[config.mk]
export PLATFORM = sky130hd
export DESIGN_NAME = clk_divider_multi
export DESIGN_NICKNAME = d
export VERILOG_FILES = /design/src/rtl/clk_divider_multi.sv
export SDC_FILE = /design/constraint.sdc
export NUM_CORES = 1
export LEC_CHECK = 0
export CAP_MARGIN = 5
export CORE_MARGIN = 5
export CORE_UTILIZATION = 25
export CTS_CLUSTER_SIZE = 30
export DETAILED_ROUTE_END_ITERATION = 8
export GPL_TIMING_DRIVEN = 0
export PLACE_DENSITY = 0.49
export REMOVE_ABC_BUFFERS = 1
export SYNTH_ARGS = -nofsm -noshare
export SYNTH_HDL_FRONTEND = slang
export SYNTH_SLANG_ARGS = --single-unit
[constraint.sdc]
create_clock -name SYS_clk -period 3.75 [get_ports SYS_clk]
set_input_delay 0.5625 -clock SYS_clk [delete_from_list [all_inputs] [get_ports SYS_clk]]
set_output_delay 0.5625 -clock SYS_clk [all_outputs]
set_load 0.01 [all_outputs]
[src/rtl/clk_divider_multi.sv]
// N-channel programmable clock divider / tick generator with a valid/ready
// configuration port. Divisor and mode updates apply only at a period boundary.
module clk_divider_multi #(
    parameter int N_CH         = 4,
    parameter int WIDTH        = 28,
    parameter int DEFAULT_DIV  = 125_000_000,
    parameter int DEFAULT_MODE = 0,
    parameter int CLK_INIT     = 1,
    localparam int CH_W        = (N_CH > 1) ? $clog2(N_CH) : 1
) (
    input  logic             SYS_clk,
    input  logic             SYS_reset_n,
    input  logic [N_CH-1:0]  ch_en,
    input  logic             cfg_valid,
    output logic             cfg_ready,
    input  logic [CH_W-1:0]  cfg_ch,
    input  logic [WIDTH-1:0] cfg_div,
    input  logic             cfg_mode,
    output logic             cfg_err,
    output logic [N_CH-1:0]  div_clk,
    output logic [N_CH-1:0]  tick
);

    localparam logic [WIDTH-1:0] DIV_RST  = WIDTH'(DEFAULT_DIV);
    localparam logic             MODE_RST = (DEFAULT_MODE != 0);
    localparam logic             CLK_RST  = (CLK_INIT != 0);
    localparam logic [CH_W:0]    N_CH_L   = (CH_W + 1)'(N_CH);

    logic [N_CH-1:0] pending;
    logic [N_CH-1:0] wr;
    logic            ch_ok;
    logic            div_ok;
    logic            cfg_fire;

    // Handshake: a transfer happens on a clock edge where cfg_valid && cfg_ready.
    // cfg_ready depends only on cfg_ch and registered pending bits, never on
    // cfg_valid; an out-of-range channel is always ready so the reject completes.
    always_comb begin
        ch_ok     = ({1'b0, cfg_ch} < N_CH_L);
        div_ok    = (cfg_div != '0);
        cfg_ready = 1'b1;
        for (int i = 0; i < N_CH; i++) begin
            if (cfg_ch == CH_W'(i)) begin
                cfg_ready = ~pending[i];
            end
        end
        cfg_fire = cfg_valid && cfg_ready;
        for (int i = 0; i < N_CH; i++) begin
            wr[i] = cfg_fire && ch_ok && div_ok && (cfg_ch == CH_W'(i));
        end
    end

    always_ff @(posedge SYS_clk or negedge SYS_reset_n) begin
        if (!SYS_reset_n) begin
            cfg_err <= 1'b0;
        end else begin
            cfg_err <= cfg_fire && !(ch_ok && div_ok);
        end
    end

    for (genvar g = 0; g < N_CH; g++) begin : g_ch
        logic [WIDTH-1:0] count;
        logic [WIDTH-1:0] div_act;
        logic [WIDTH-1:0] div_sh;
        logic             mode_act;
        logic             mode_sh;
        logic             pend;
        logic             clk_q;
        logic             tick_q;
        logic             bnd;

        assign bnd        = (count == div_act - WIDTH'(1));
        assign pending[g] = pend;
        assign div_clk[g] = clk_q;
        assign tick[g]    = tick_q;

        always_ff @(posedge SYS_clk or negedge SYS_reset_n) begin
            if (!SYS_reset_n) begin
                count    <= '0;
                div_act  <= DIV_RST;
                div_sh   <= DIV_RST;
                mode_act <= MODE_RST;
                mode_sh  <= MODE_RST;
                pend     <= 1'b0;
                clk_q    <= CLK_RST;
                tick_q   <= 1'b0;
            end else begin
                // A write cannot coincide with an apply: cfg_ready is low while pending.
                if (wr[g]) begin
                    div_sh  <= cfg_div;
                    mode_sh <= cfg_mode;
                    pend    <= 1'b1;
                end
                if (!ch_en[g]) begin
                    count  <= '0;
                    tick_q <= 1'b0;
                    clk_q  <= CLK_RST;
                    if (pend) begin
                        div_act  <= div_sh;
                        mode_act <= mode_sh;
                        pend     <= 1'b0;
                    end
                end else begin
                    tick_q <= bnd && mode_act;
                    if (bnd) begin
                        count <= '0;
                        if (!mode_act) begin
                            clk_q <= ~clk_q;
                        end
                        // Apply at count wrap; the event itself still used the old mode.
                        if (pend) begin
                            div_act  <= div_sh;
                            mode_act <= mode_sh;
                            pend     <= 1'b0;
                            if (mode_sh) begin
                                clk_q <= CLK_RST;
                            end
                        end
                    end else begin
                        count <= count + WIDTH'(1);
                    end
                end
            end
        end
    end

endmodule

==> results of run 1 <==
[metrics by stage]
step	area (um^2)	TNS [ns]
final	23660	0
after global routing	23650	-0.1632
after CTS	23350	0
after detailed placement	21610	-182.82
after global placement	21270	-4788.07
after floorplan	19490	-135.67
[cells in the final DEF, fill, tap and decap left out, types with 23 or more instances in the layout]
master / n
clkbuf_16: 42
inv_1: 35
and2_1: 30
nand2_1: 108
nor3_1: 42
buf_4: 23
dfrtp_1: 246
or4_1: 28
nand3_1: 68
nor4_1: 35
a222oi_1: 25
and3_1: 60
o21ai_0: 24
nor2_1: 168
nand4_1: 63
xnor2_1: 144
dfstp_2: 108
xor2_1: 92
mux2_2: 193
clkdlybuf4s50_1: 45
o211ai_1: 33
[power groups by stage]
stage | clock, uW | sequential [uW] | combinational (uW)
after detailed placement | 0 | 6100 | 3110
after global routing | 4480 | 6250 | 3740
final | 4200 | 6100 | 3400
after global placement | 0 | 6050 | 3000
after CTS | 4350 | 6060 | 3250
after floorplan | 0 | 5690 | 2450
[repair_timing]
item / in CTS / in global routing
hold buffers: 1 / 0
gates cloned: 4 / 2
buffers inserted: 8 / 18
pin swaps: 9 / 12
gates resized for setup: 39 / 20
endpoints found under the hold margin: 38 / 0
endpoints found under the setup margin: 239 / 209
[cells by family (layout without fill, tap and decap cells)]
| kind of cell | Yosys count | count (layout) | share of synthesized area [%] |
|---|---|---|---|
| simple gates | 749 | 751 | 20.39 |
| flops | 357 | 357 | 45.31 |
| xor+xnor | 236 | 236 | 10.33 |
| mux | 213 | 213 | 12.20 |
| compound gates | 210 | 213 | 7.920 |
| buf+inv | 160 | 200 | 3.357 |
| fa+ha+maj | 8 | 8 | 0.5001 |
| other cells | 0 | 3 | 0 |
[worst max-delay path by stage]
stage / from / end / slack, ns / cells after the start
2_1_floorplan: g_ch[2].div_act[0]$_DFFE_PN0P_ / g_ch[2].pend$_DFF_PN0_ / -1.32 / 10
3_3_place_gp: SYS_reset_n / g_ch[2].count[1]$_DFF_PN0_ / -13.51 / 1
3_5_place_dp: g_ch[0].div_act[0]$_DFFE_PN0P_ / g_ch[0].pend$_DFF_PN0_ / -1.28 / 10
4_1_cts: g_ch[1].div_act[0]$_DFFE_PN0P_ / g_ch[1].div_act[23]$_DFFE_PN0P_ / 0.01 / 9
5_1_grt: g_ch[1].div_act[3]$_DFFE_PN0P_ / g_ch[1].div_act[23]$_DFFE_PN0P_ / -0.04 / 8
6_report: g_ch[0].div_act[20]$_DFFE_PN1P_ / g_ch[0].div_act[2]$_DFFE_PN0P_ / 0.05 / 10
[cell type report]
cell class              instances  share of cell area, %
inverters                      38                 0.6082
flip-flops and latches        357                  38.35
diodes                          3                0.03173
repair buffers                 90                  4.305
clock inverters                14                 0.9889
clock buffers                  58                  4.902
multi-input cells            1421                  45.26
well taps                    1050                  5.553
[sequential cells by signal (all words and copies together), names as in the netlist]
signal / flops
g_ch.div_sh: 112
g_ch.mode_act: 4
g_ch.pend: 4
g_ch.div_act: 112
g_ch.count: 112
g_ch.clk_q: 4
cfg_err: 1
g_ch.tick_q: 4
g_ch.mode_sh: 4
[routing by layer]
metal  GRT usage, %  up-vias
met5              0        -
met2          19.66      368
li1               -     7081
met3          2.018      101
met4          4.445        0
met1          17.16     7673
[worst max-delay path, stage by stage (launching register included)]
cell	delay, ns
dfstp_2	0.40
or4_1	0.61
or4_1	0.56
a2111oi_4	0.42
o22ai_1	0.13
nor4_1	0.26
nand4_1	0.15
buf_4	0.20
a21oi_4	0.27
clkbuf_16	0.25
mux2_2	0.33
==> impl_metrics.yaml, run 1 <==
drt:
  drtPass1Iterations: 6
  detail_route.iter0.violations: 1161
  wl_per_cell_um: 18.16
  wl_met2_mm: 25.16
  ant_nets: 0
  wl_mm: 55.05
  viasPerCell: 5.022
  vias: 15220
  drcViolationCount: 0
  routedLengthMet1_mm: 25.53
  wl_met3_mm: 2.572
  top_layer: "met4"
cts:
  numCtsBuffers: 40
  cts.root.buffer_cell: "clkbuf_16"
  htree_levels: 2
  cts_tree: "done"
  clock_path_buffers: 3
  clk_latency_ns: 0.56
  cts.sink_count: 357
  path_clk_slew_ns: 0.06
floorplan:
  core_um2: 79130
  row_count: 103
  io_pins: 48
  die_w_um: 293.0
  die_h_um: 293.0
  die_area_um2: 85820
  start_util_pct: 25.29
logic_synthesis:
  yosys-top-cells-area: "dfrtp_1, dfstp_2, mux2_2"
  synth_top_area_cell: "dfrtp_1"
  async_flop_share_pct: 100.0
  synth_top_area_share_pct: 31.13
  synth_edf_count: 0
  yosysWarnings: 0
  ys_seq_elements: 357
  syn_area_um2: 20020
  seq_area_frac_synth_pct: 45.31
  synthFlopType: "dfrtp_1"
  synthTopCellsByCount: "dfrtp_1, mux2_2, nor2_1"
  avgSynthCellArea_um2: 10.35
  synth_most_common_cell: "dfrtp_1"
  yosys.cell_types.count: 78
  synth_cells: 1933
critical_path:
  r2r_setup_slack_ns: 0.05
  critPathKind: "reg -> reg"
  crit_arrival_ns: 4.15
  rr_worst_depth: 10
  startpoint_type: "flip-flop"
  critPathMaxFanout: 14
  required_ns: 4.20
  rr_endpoint: "g_ch[0].div_act[2]$_DFFE_PN0P_"
  end_kind: "flip-flop"
  r2r-start: "g_ch[0].div_act[20]$_DFFE_PN1P_"
finish:
  area_growth_syn_to_layout_pct: 18.20
  fill_cells: 8104
  layout.cells.non_filler: 3031
  layout.nets: 1994
  finish.utilization_pct: 29.90
  multi_input_area_um2: 10710
  drive_above_1_share_pct: 24.82
  seq_area_um2: 9072
place:
  place_congestion: 0.8659
  place_ws_ns: -1.277
  port_buffers: 47
  place_inst: 2923
  dp_hpwl_mm: 37.23
sta:
  setup_viol: 0
  post-route-worst-setup-slack_ns: 0.04873
  fmax_ghz: 0.2702
  max_slew_margin_pct: 42.67
  maxSlewViolCount: 0
  finalCritPeriodShare_pct: 98.70
  min_period_ns: 3.701
  final.setup_skew_ns: 0.02348
  hold_ws_ns: 0.4817
  hold_violations: 0
  worstMarginPinSlew_ns: 0.8589
global_route:
  grt_antenna_before_repair: 3
  grt_remaining_overflow: 0
  grt_pass1_vias: 14900
  grtUsageTotal_pct: 12.39
  grt_max_degree: 116
  grt_pass1_wl_mm: 85.93
pwr:
  p_int_uw: 9304
  p_leak_uw: 0.008948
  clock_power_share_pct: 30.7
  power_uw: 13700
  switchingPower_uw: 4400
  p_per_area_nw_per_um2: 579.2
  seqPwrFrac_pct: 44.5
  ir_drop_mv: 0.2412
  p_sw_share_pct: 32.11
  pwr-share-comb_pct: 24.8
hold_path:
  hp-class: "reg -> reg"
  whs_path_depth: 1
  worstHoldEndpoint: "g_ch[0].div_act[18]$_DFFE_PN0P_"
  hold_start: "g_ch[0].div_sh[18]$_DFFE_PN0P_"
flow_run:
  max_cap_viol_count: 0
status:
  status: "finished, final reports clean"
No activity file was read; power rests on OpenSTA's default activity.
==> run 2: changes to the inputs <==
--- a/config.mk
+++ b/config.mk
@@ -11,6 +11,7 @@
 export CTS_CLUSTER_SIZE = 30
 export DETAILED_ROUTE_END_ITERATION = 8
 export GPL_TIMING_DRIVEN = 0
+export MAX_ROUTING_LAYER = met4
 export PLACE_DENSITY = 0.49
 export REMOVE_ABC_BUFFERS = 1
 export SYNTH_ARGS = -nofsm -noshare
==> run 2 against run 1 <==
Non-clock buffer count increased by 1; critical endpoint is now g_ch[0].div_act[23]$_DFFE_PN0P_; fmax up 2.7%; highest routed layer unchanged; via count fell by 0.91%; cell area increased by 0.23%; flip-flop and latch count is the same; clock power fell by 1%; die area did not move.
==> impl_metrics.yaml, run 2 (synthesized netlist as in run 1, its figures left out) <==
cts:
  path_clk_slew_ns: 0.07
  clock_path_buffers: 3
  htree_levels: 2
  numCtsBuffers: 40
  clk_latency_ns: 0.57
  cts.sink_count: 357
  cts.root.buffer_cell: "clkbuf_16"
  cts_tree: "done"
sta:
  rsz0062_at_grt: "false"
  min_period_ns: 3.604
  fin_tns_setup_ns: 0
  finalCritPeriodShare_pct: 96.12
  max_slew_margin_pct: 38.45
  final.setup_skew_ns: 0.02627
  hold_violations: 0
  fmax_ghz: 0.2774
  post-route-worst-setup-slack_ns: 0.1456
  setup_viol: 0
  maxSlewViolCount: 0
  worstMarginPinSlew_ns: 0.9222
finish:
  drive_above_1_share_pct: 25.47
  final_common_cell: "dfrtp_1"
  area_growth_syn_to_layout_pct: 18.48
  layout.nets: 1994
  reg_top3: "g_ch.count (112), g_ch.div_act (112), g_ch.div_sh (112)"
  fill_cells: 8151
  mostFrequentLayoutCells: "dfrtp_1, mux2_2, nor2_1"
global_route:
  grt_max_degree: 118
  grtUsageTotal_pct: 12.93
  grt.busiest_layer: "met2"
  grt_use_met2_pct: 19.97
  grt_antenna_before_repair: 7
  grt_remaining_overflow: 0
  met1_usage_pct: 17.19
  grt_pass1_wl_mm: 87.35
  gr-usage-met3_pct: 2.079
  grt_pass1_vias: 15250
drt:
  drtPass1Iterations: 5
  viasPerCell: 4.975
  detail_route.iter0.violations: 1030
  wl_mm: 55.27
  vias: 15090
  wl_per_cell_um: 18.23
  ant_nets: 0
  drcViolationCount: 0
critical_path:
  startpoint_type: "flip-flop"
  critPathKind: "reg -> reg"
  critPathLaunch: "g_ch[0].div_act[20]$_DFFE_PN1P_"
  required_ns: 4.19
  r2r-start: "g_ch[0].div_act[20]$_DFFE_PN1P_"
  crit_arrival_ns: 4.04
  critPathMaxFanout: 14
  end_kind: "flip-flop"
floorplan:
  io_pins: 48
  die_h_um: 293.0
  die_w_um: 293.0
  core_um2: 79130
  die_area_um2: 85820
  row_count: 103
  start_util_pct: 25.29
pwr:
  p_leak_uw: 0.009033
  p_per_area_nw_per_um2: 575.4
  ir_drop_mv: 0.2550
  power_uw: 13650
place:
  place_ws_ns: -1.181
  dp_hpwl_mm: 37.42
  port_buffers: 47
  place_congestion: 0.8428
flow_run:
  max_cap_viol_count: 0
hold_path:
  hp-class: "in -> reg"
  hold_start: "ch_en[2]"
status:
  status: "finished, final reports clean"
run 2: cell count changes in the layout (fill, tap and decap cells not counted), moves of 3 or more:
| cell | delta |
|---|---|
| clkinv_2 | +3 |
| or4_1 | -3 |
| dfrtp_1 | -3 |
| or4_4 | +3 |
| clkbuf_1 | -4 |
| buf_4 | +3 |
| clkinv_4 | -3 |
| dfrtp_2 | +3 |
| inv_6 | +3 |
run 2: worst paths after layout:
check,end,slack (ns),cells after the start
max,g_ch[0].div_act[23]$_DFFE_PN0P_,0.15,11
max in group asynchronous,g_ch[2].count[6]$_DFF_PN0_,1.85,4
min,g_ch[2].div_act[25]$_DFFE_PN1P_,0.47,3
max reg2reg,g_ch[0].div_act[23]$_DFFE_PN0P_,0.15,11
min in group asynchronous,g_ch[0].count[24]$_DFF_PN0_,0.53,2
min reg2reg,g_ch[3].div_act[3]$_DFFE_PN0P_,0.48,1
run 2: final cells by class:
cell class | instances | area [um^2] | area share [%]
flip-flops and latches | 357 | 9076 | 38.27
clock inverters | 17 | 203.9 | 0.8600
diodes | 3 | 7.507 | 0.03166
repair buffers | 91 | 1054 | 4.443
clock buffers | 56 | 1172 | 4.944
well taps | 1050 | 1314 | 5.540
inverters | 38 | 143.9 | 0.6068
multi-input cells | 1420 | 10740 | 45.30
run 2: worst max-delay path, stage by stage, from the launching register on:
cell	delay, ns
dfstp_2	0.40
or4_1	0.61
or4_1	0.52
a2111oi_2	0.42
o22ai_1	0.15
nor4_2	0.32
nand4_1	0.11
buf_4	0.19
a21oi_4	0.14
buf_12	0.14
buf_12	0.15
mux2_2	0.33
run 2: stage by stage:
stage	utilization [%]	cells	hold slack [ns]	cell area, um^2
after floorplan	-	1811	0.2669	19490
after global placement	26.88	2908	0.4711	21270
after detailed placement	27.34	2922	0.4772	21630
after CTS	29.57	3012	0.4368	23400
after global routing	29.97	3031	0.4848	23710
final	29.97	3032	0.4670	23710
run 2: per-layer routing:
layer,wire [um],vias up,share of wire [%]
li1,-,7075,-
met2,25280,329,46
met1,25370,7559,46
met3,2517,122,4.6
met5,0,-,0
met4,2102,0,3.8
run 2: repair_timing:
item	CTS	global route
hold buffers	1	0
endpoints found under the hold margin	62	0
setup buffers	12	16
resized for setup	43	29
cloned	4	1
setup endpoints to repair	250	207
pin swaps	10	11
run 2: report_power, final:
group          switching [uW]  leakage [uW]  total, uW  internal [uW]
Sequential               1170       0.00429       6110           4940
Combinational            1610       0.00407       3390           1780
Clock                    1680      0.000675       4140           2470
